`src/rtl/load_control_pkg.sv`:
```
`default_nettype none
// +------------------------------------------------------------------------+
// | load_control_pkg: opcodes, instruction fields, AXI constants, FSM codes |
// | Rev 1.0                                                                |
// +------------------------------------------------------------------------+
package load_control_pkg;

  localparam logic [2:0] OP_WB     = 3'b000;
  localparam logic [2:0] OP_LOAD   = 3'b001;
  localparam logic [2:0] OP_SETPTR = 3'b010;
  localparam logic [2:0] OP_STORE  = 3'b011;

  localparam int OPC_MSB  = 31;
  localparam int OPC_LSB  = 29;
  localparam int LEN_MSB  = 28;
  localparam int LEN_LSB  = 26;
  localparam int ADDR_MSB = 25;
  localparam int ADDR_LSB = 0;

  localparam logic [2:0] SIZE_4B         = 3'b010;
  localparam logic [1:0] BURST_INCR      = 2'b01;
  localparam int         RESP_SLVERR_BIT = 1;
  localparam logic [3:0] LOAD_ARID       = 4'b0010;

  typedef enum logic [3:0] {
    ST_IDLE = 4'b0001,
    ST_ADDR = 4'b0010,
    ST_DATA = 4'b0100,
    ST_RESP = 4'b1000
  } load_state_e;

  // Each len step adds 32 beats, so ARLEN is always 32*(len+1)-1.
  function automatic logic [7:0] burst_arlen(input logic [2:0] len);
    return {len, 5'b11111};
  endfunction

endpackage
`default_nettype wire

```
`src/rtl/load_control.sv`:
```
`default_nettype none
// +------------------------------------------------------------------------+
// | load_control: AXI4 read master streaming load bursts into the buffer   |
// | Optional macro LOAD_RLAST_CHECK_EN: beat counter and RLAST checking.  |
// | Rev 1.0                                                                |
// +------------------------------------------------------------------------+
module load_control
  import load_control_pkg::*;
#(
  parameter logic [3:0] RD_BASE_ADDR      = 4'h0,
  parameter int         AXI_WIDTH_ID      = 4,
  parameter int         AXI_WIDTH_AD      = 32,
  parameter int         AXI_WIDTH_DA      = 32,
  parameter int         BUFFER_ADDR_WIDTH = 15
) (
  input  logic                         clk,
  input  logic                         rst_n,
  output logic                         m_axi_memory_bus_ARVALID,
  input  logic                         m_axi_memory_bus_ARREADY,
  output logic [AXI_WIDTH_AD-1:0]      m_axi_memory_bus_ARADDR,
  output logic [AXI_WIDTH_ID-1:0]      m_axi_memory_bus_ARID,
  output logic [7:0]                   m_axi_memory_bus_ARLEN,
  output logic [2:0]                   m_axi_memory_bus_ARSIZE,
  output logic [1:0]                   m_axi_memory_bus_ARBURST,
  input  logic                         m_axi_memory_bus_RVALID,
  output logic                         m_axi_memory_bus_RREADY,
  input  logic [AXI_WIDTH_DA-1:0]      m_axi_memory_bus_RDATA,
  input  logic [1:0]                   m_axi_memory_bus_RRESP,
  input  logic                         m_axi_memory_bus_RLAST,
  input  logic                         i_load_instruction_fifo_empty,
  input  logic [31:0]                  i_load_instruction_data,
  output logic                         o_load_instruction_fifo_rd_en,
  output logic                         o_load_idle,
  output logic                         o_buffer_wr_en,
  output logic [BUFFER_ADDR_WIDTH-1:0] o_buffer_wr_addr,
  output logic [31:0]                  o_buffer_wr_data,
  output logic                         o_load_protocol_err
);

  load_state_e                  state_q, state_d;
  logic                         arvalid_q, arvalid_d;
  logic                         rready_q, rready_d;
  logic [25:0]                  addr_q, addr_d;
  logic [2:0]                   len_q, len_d;
  logic [BUFFER_ADDR_WIDTH-1:0] wr_ptr_q, wr_ptr_d;
  logic [BUFFER_ADDR_WIDTH-1:0] burst_start_q, burst_start_d;
  logic                         err_q, err_d;

  logic       rd_en;
  logic       beat;
  logic       burst_end;
  logic [2:0] opcode;
  logic [7:0] arlen;
  logic       unused_rresp;

`ifdef LOAD_RLAST_CHECK_EN
  logic [8:0] beat_cnt_q, beat_cnt_d;
  logic       proto_err_q, proto_err_d;
  logic       last_expected;
`endif

  assign unused_rresp = m_axi_memory_bus_RRESP[0];

  always_comb begin
    opcode = i_load_instruction_data[OPC_MSB:OPC_LSB];
    arlen  = burst_arlen(len_q);
    rd_en  = (state_q == ST_IDLE) && !i_load_instruction_fifo_empty;
    beat   = (state_q == ST_DATA) && m_axi_memory_bus_RVALID && rready_q;
`ifdef LOAD_RLAST_CHECK_EN
    // A missing RLAST still terminates the burst at the advertised length.
    last_expected = (beat_cnt_q == {1'b0, arlen});
    burst_end     = m_axi_memory_bus_RLAST || last_expected;
`else
    burst_end     = m_axi_memory_bus_RLAST;
`endif

    state_d       = state_q;
    arvalid_d     = arvalid_q;
    rready_d      = rready_q;
    addr_d        = addr_q;
    len_d         = len_q;
    wr_ptr_d      = wr_ptr_q;
    burst_start_d = burst_start_q;
    err_d         = err_q;
`ifdef LOAD_RLAST_CHECK_EN
    beat_cnt_d    = beat_cnt_q;
    proto_err_d   = proto_err_q;
`endif

    case (state_q)
      ST_IDLE: begin
        if (rd_en) begin
          if (opcode == OP_LOAD) begin
            addr_d        = i_load_instruction_data[ADDR_MSB:ADDR_LSB];
            len_d         = i_load_instruction_data[LEN_MSB:LEN_LSB];
            burst_start_d = wr_ptr_q;
            arvalid_d     = 1'b1;
            state_d       = ST_ADDR;
          end else if (opcode == OP_SETPTR) begin
            wr_ptr_d = i_load_instruction_data[BUFFER_ADDR_WIDTH-1:0];
          end
        end
      end
      ST_ADDR: begin
        if (m_axi_memory_bus_ARREADY) begin
          arvalid_d = 1'b0;
          rready_d  = 1'b1;
          state_d   = ST_DATA;
`ifdef LOAD_RLAST_CHECK_EN
          beat_cnt_d = '0;
`endif
        end
      end
      ST_DATA: begin
        if (beat) begin
          wr_ptr_d = wr_ptr_q + BUFFER_ADDR_WIDTH'(1);
          if (m_axi_memory_bus_RRESP[RESP_SLVERR_BIT]) begin
            err_d = 1'b1;
          end
`ifdef LOAD_RLAST_CHECK_EN
          beat_cnt_d = beat_cnt_q + 9'd1;
          if (m_axi_memory_bus_RLAST != last_expected) begin
            proto_err_d = 1'b1;
          end
`endif
          if (burst_end) begin
            rready_d = 1'b0;
            state_d  = ST_RESP;
          end
        end
      end
      ST_RESP: begin
        // Any errored beat replays the whole burst into the same buffer window.
        if (err_q) begin
          wr_ptr_d  = burst_start_q;
          arvalid_d = 1'b1;
          err_d     = 1'b0;
          state_d   = ST_ADDR;
        end else begin
          state_d = ST_IDLE;
        end
      end
      default: state_d = ST_IDLE;
    endcase
  end

  always_ff @(posedge clk) begin
    if (!rst_n) begin
      state_q       <= ST_IDLE;
      arvalid_q     <= 1'b0;
      rready_q      <= 1'b0;
      addr_q        <= '0;
      len_q         <= '0;
      wr_ptr_q      <= '0;
      burst_start_q <= '0;
      err_q         <= 1'b0;
`ifdef LOAD_RLAST_CHECK_EN
      beat_cnt_q    <= '0;
      proto_err_q   <= 1'b0;
`endif
    end else begin
      state_q       <= state_d;
      arvalid_q     <= arvalid_d;
      rready_q      <= rready_d;
      addr_q        <= addr_d;
      len_q         <= len_d;
      wr_ptr_q      <= wr_ptr_d;
      burst_start_q <= burst_start_d;
      err_q         <= err_d;
`ifdef LOAD_RLAST_CHECK_EN
      beat_cnt_q    <= beat_cnt_d;
      proto_err_q   <= proto_err_d;
`endif
    end
  end

  assign m_axi_memory_bus_ARVALID = arvalid_q;
  assign m_axi_memory_bus_ARADDR  = AXI_WIDTH_AD'({RD_BASE_ADDR, addr_q, 2'b00});
  assign m_axi_memory_bus_ARID    = AXI_WIDTH_ID'(LOAD_ARID);
  assign m_axi_memory_bus_ARLEN   = arlen;
  assign m_axi_memory_bus_ARSIZE  = SIZE_4B;
  assign m_axi_memory_bus_ARBURST = BURST_INCR;
  assign m_axi_memory_bus_RREADY  = rready_q;

  assign o_load_instruction_fifo_rd_en = rd_en;
  assign o_load_idle                   = (state_q == ST_IDLE);
  assign o_buffer_wr_en                = beat;
  assign o_buffer_wr_addr              = wr_ptr_q;
  assign o_buffer_wr_data              = 32'(m_axi_memory_bus_RDATA);

`ifdef LOAD_RLAST_CHECK_EN
  assign o_load_protocol_err = proto_err_q;
`else
  assign o_load_protocol_err = 1'b0;
`endif

endmodule
`default_nettype wire

```
`config.mk`:
```
export PLATFORM = sky130hd
export DESIGN_NAME = load_control
export DESIGN_NICKNAME = d
export VERILOG_FILES = /design/src/rtl/load_control_pkg.sv /design/src/rtl/load_control.sv
export SDC_FILE = /design/constraint.sdc
export NUM_CORES = 1
export LEC_CHECK = 0
export BUFFER_PORTS_ARGS = -buffer_cell sky130_fd_sc_hd__buf_2
export CAP_MARGIN = 5
export CORE_MARGIN = 10
export CORE_UTILIZATION = 47
export CTS_CLUSTER_DIAMETER = 50
export DETAILED_ROUTE_END_ITERATION = 10
export GPL_TIMING_DRIVEN = 0
export PLACE_DENSITY = 0.76
export SYNTH_ARGS = -nofsm -noshare
export SYNTH_HDL_FRONTEND = slang
export SYNTH_SLANG_ARGS = --single-unit
```
`constraint.sdc`:
```
create_clock -name clk -period 2.4 [get_ports clk]
set_input_delay 0.12 -clock clk [delete_from_list [all_inputs] [get_ports clk]]
set_output_delay 0.12 -clock clk [all_outputs]
set_load 0.01 [all_outputs]
```
==> metrics.cfg <==
[routing]
drt_first_iter_violations = 337
dr.pass1.iters = 8
post_drt_via_cell_ratio = 5.40
antenna_left = 0
finalWirelength_mm = 12.4
drt_drc_violations_left = 0
routed-via-count = 3979
detail_route.wl_per_cell_um = 16.9

[outcome]
outcome = finished clean

[cts]
cts_tree = built
clk_latency_ps = 360
numCtsBuffers = 9
clkSinkCount = 66
cts.hold.buffers_added = 0
clock_root_cell = clkbuf_8
clock_tree.buffer_depth = 2
clk_pin_slew_ps = 70
clock_tree.htree_level_count = 3

[worst_setup_path]
required_ps = 2700
arrival_time_of_the_worst_setup_path_ps = 2500
critPathTopFamily = simple AND/OR/NAND/NOR gates
critPathKind = register to register
delay_of_the_slowest_cell_on_the_worst_path_ps = 830
worstPathBufferInverterCount = 1
crit_path_start_kind = register
critPathCaptureType = register
slowest_cell_on_the_critical_path = nor3_1
path_max_fanout = 10
cp_cell_sequence = buf_2 -> nor3_1 -> a22o_1 -> a22oi_1 -> a21oi_1 -> o221a_2

[timing]
slew_viol_final = 0
hold_viol = 0
finalCriticalPeriod_ps = 2200
whs_ps = 4.81
fmax_mhz = 455
unrepaired_setup_endpoints_after_global_routing = no
worstMarginPinSlew_ps = 1020
finalSetupViolCount = 0
finalCritPeriodShare_pct = 91.6
postLayoutSetupSlackWorst_ps = 201
max-slew-margin-rel_pct = 31.8
worst_clock_skew_ps = 5.24

[grt]
groute.layer.met1.usage_pct = 21.9
antenna_found_initial = 0
grt_pass1_wl_mm = 18.7
gr-total-overflow = 0
grt_use_met3_pct = 8.13
track_usage_pct = 19.4
top_usage_layer = met2
grt_pass1_vias = 3793
grt_max_degree = 12
gr-usage-met2_pct = 32.4

[layout]
n_antenna_cell = 0
design_area_um2 = 4810
area_growth_pct = 28.1
num-nets-final = 703
final_layout_size_suffix_gt1_share_pct = 33.1

[synth]
synth.yosys.seq_area_share_pct = 35.2
postSynthAreaPerCell_um2 = 7.83
synth-main-ff-cell = dfxtp_1
total_of_flip_flops_plus_latches_after_synthesis = 66
asyncSetResetFlopFracSynth_pct = 0
syn-cell-area_um2 = 3750
synthesis.yosys.warnings = 0
synth-edff-count = 0
synth.distinct_cells = 58
synthesis.instances = 479

[floorplanning]
die_area_um2 = 12000
row_count = 32
io_pins = 174
core_area_um2 = 7730
start_util_pct = 48.5
die_outline_height_um = 109
die_width_um = 109

[pwr]
p_total_w = 0.00285
p_per_area_nw_per_um2 = 593
peakVddDrop_mv = 0.377
power.static_leakage_nw = 2.12

[hold_path]
hold_class = input pin to register

[placement]
detailed_place.area_um2 = 4540
place_congestion = 0.881
hpwlAfterDp_mm = 9.16
dp_slack_ps = -79.4
io_buffers = 118

[job]
cap_viol_max_count = 0

==> per-layer routing <==
layer  routed length, µm  share of wire (%)
met1                4600                 37
met2                5920                 48
met3                1690                 14
met4                 238                1.9
met5                   0                  0
==> worst reg2reg max path: stages (launching register included) <==
cell	delay (ps)
dfxtp_1	390
buf_2	220
nor3_1	830
a22o_1	240
a22oi_1	100
a21oi_1	180
o221a_2	190
==> layout by cell type, fill, tap and decap left out, types with 2 or more instances in the layout <==
master	instances
nor3_1	5
bufinv_16	3
a311oi_1	2
a21oi_1	10
clkbuf_8	9
nand2_1	113
nor2_1	21
a21boi_0	46
o31ai_1	4
conb_1	21
mux2i_1	3
nor3b_1	3
clkbuf_1	19
nor4b_1	3
a31oi_1	8
and3_1	3
buf_1	4
nor2b_1	3
a22oi_1	5
buf_4	57
o21a_1	2
o211ai_1	7
nand2b_1	7
o31a_1	2
o221ai_1	2
inv_1	4
nand3_1	3
o21ai_0	17
a21boi_1	5
o21ai_1	2
and4_1	4
buf_2	129
o22ai_1	3
dfxtp_1	66
a222oi_1	2
a221oi_1	5
a22o_1	4
and2_1	4
==> flip-flops by register name, indices dropped and copies added (netlist names) <==
| register | count |
|---|---|
| burst_start_q | 15 |
| len_q | 3 |
| err_q | 1 |
| m_axi_memory_bus_ARVALID | 1 |
| addr_q | 26 |
| state_q | 4 |
| o_buffer_wr_addr | 15 |
| m_axi_memory_bus_RREADY | 1 |
==> power by group <==
part	switching (W)	leakage, nW	internal, W
combinational	0.000305	1.47	0.000242
sequential	0.0000307	0.533	0.00113
clock	0.000452	0.114	0.000689
total	0.000788	2.12	0.00206
==> worst paths after layout <==
check	slack, ps	startpoint	end	cells after the start
setup / recovery	200	state_q[1]	o_buffer_wr_addr[13]	6
hold / removal	5	i_load_instruction_data[15]	addr_q[15]	3
setup reg to reg	200	state_q[1]	o_buffer_wr_addr[13]	6
hold reg to reg	460	addr_q[6]	addr_q[6]	2
==> kinds of logic (layout without fill, tap and decap cells) <==
family,Yosys count,count (layout),share of synthesized area [%]
flip-flops,66,66,35.2
other,2,21,0.200
XOR/XNOR,1,1,0.234
adder cells (fa/ha/maj),1,1,0.334
AND/OR/NAND/NOR,181,181,22.5
buffers and inverters,91,228,15.1
AO/OA/AOI/OAI,134,134,25.6
multiplexers,3,3,0.801
==> Yosys cell counts, types with 7 or more instances <==
master | instances | area share, %
nand2_1 | 113 | 11
dfxtp_1 | 66 | 35
buf_4 | 54 | 11
a21boi_0 | 46 | 9.2
nor2_1 | 22 | 2.2
clkbuf_1 | 17 | 1.7
o21ai_0 | 17 | 2.3
buf_2 | 11 | 1.5
a21oi_1 | 10 | 1.3
a31oi_1 | 8 | 1.3
nand2b_1 | 7 | 1.2
o211ai_1 | 7 | 1.4
==> per-stage QoR <==
stage                     utilization (%)  TNS (ps)  instances
final                                62.2         0        737
after CTS                            61.9         0        734
after floorplan                         -         0        498
after global placement               58.8      -438        718
after global routing                 62.2         0        737
after detailed placement             58.8      -336        718
==> repair_timing <==
action	CTS	global route
setup endpoints to repair	7	5
endpoints found under the hold margin	0	0
setup buffers	0	3
resized for setup	1	1
gates cloned	0	0
pin swaps	0	1
==> cell type report <==
class | count | area [µm²]
Fill cell | 714 | 2920
Multi-Input combinational cell | 341 | 1940
Sequential cell | 66 | 1320
Timing Repair Buffer | 121 | 613
Buffer | 87 | 551
Clock buffer | 11 | 131
Tap cell | 102 | 128
Clock inverter | 5 | 103
Inverter | 4 | 15.0
Power figures use the tool's default switching activity.
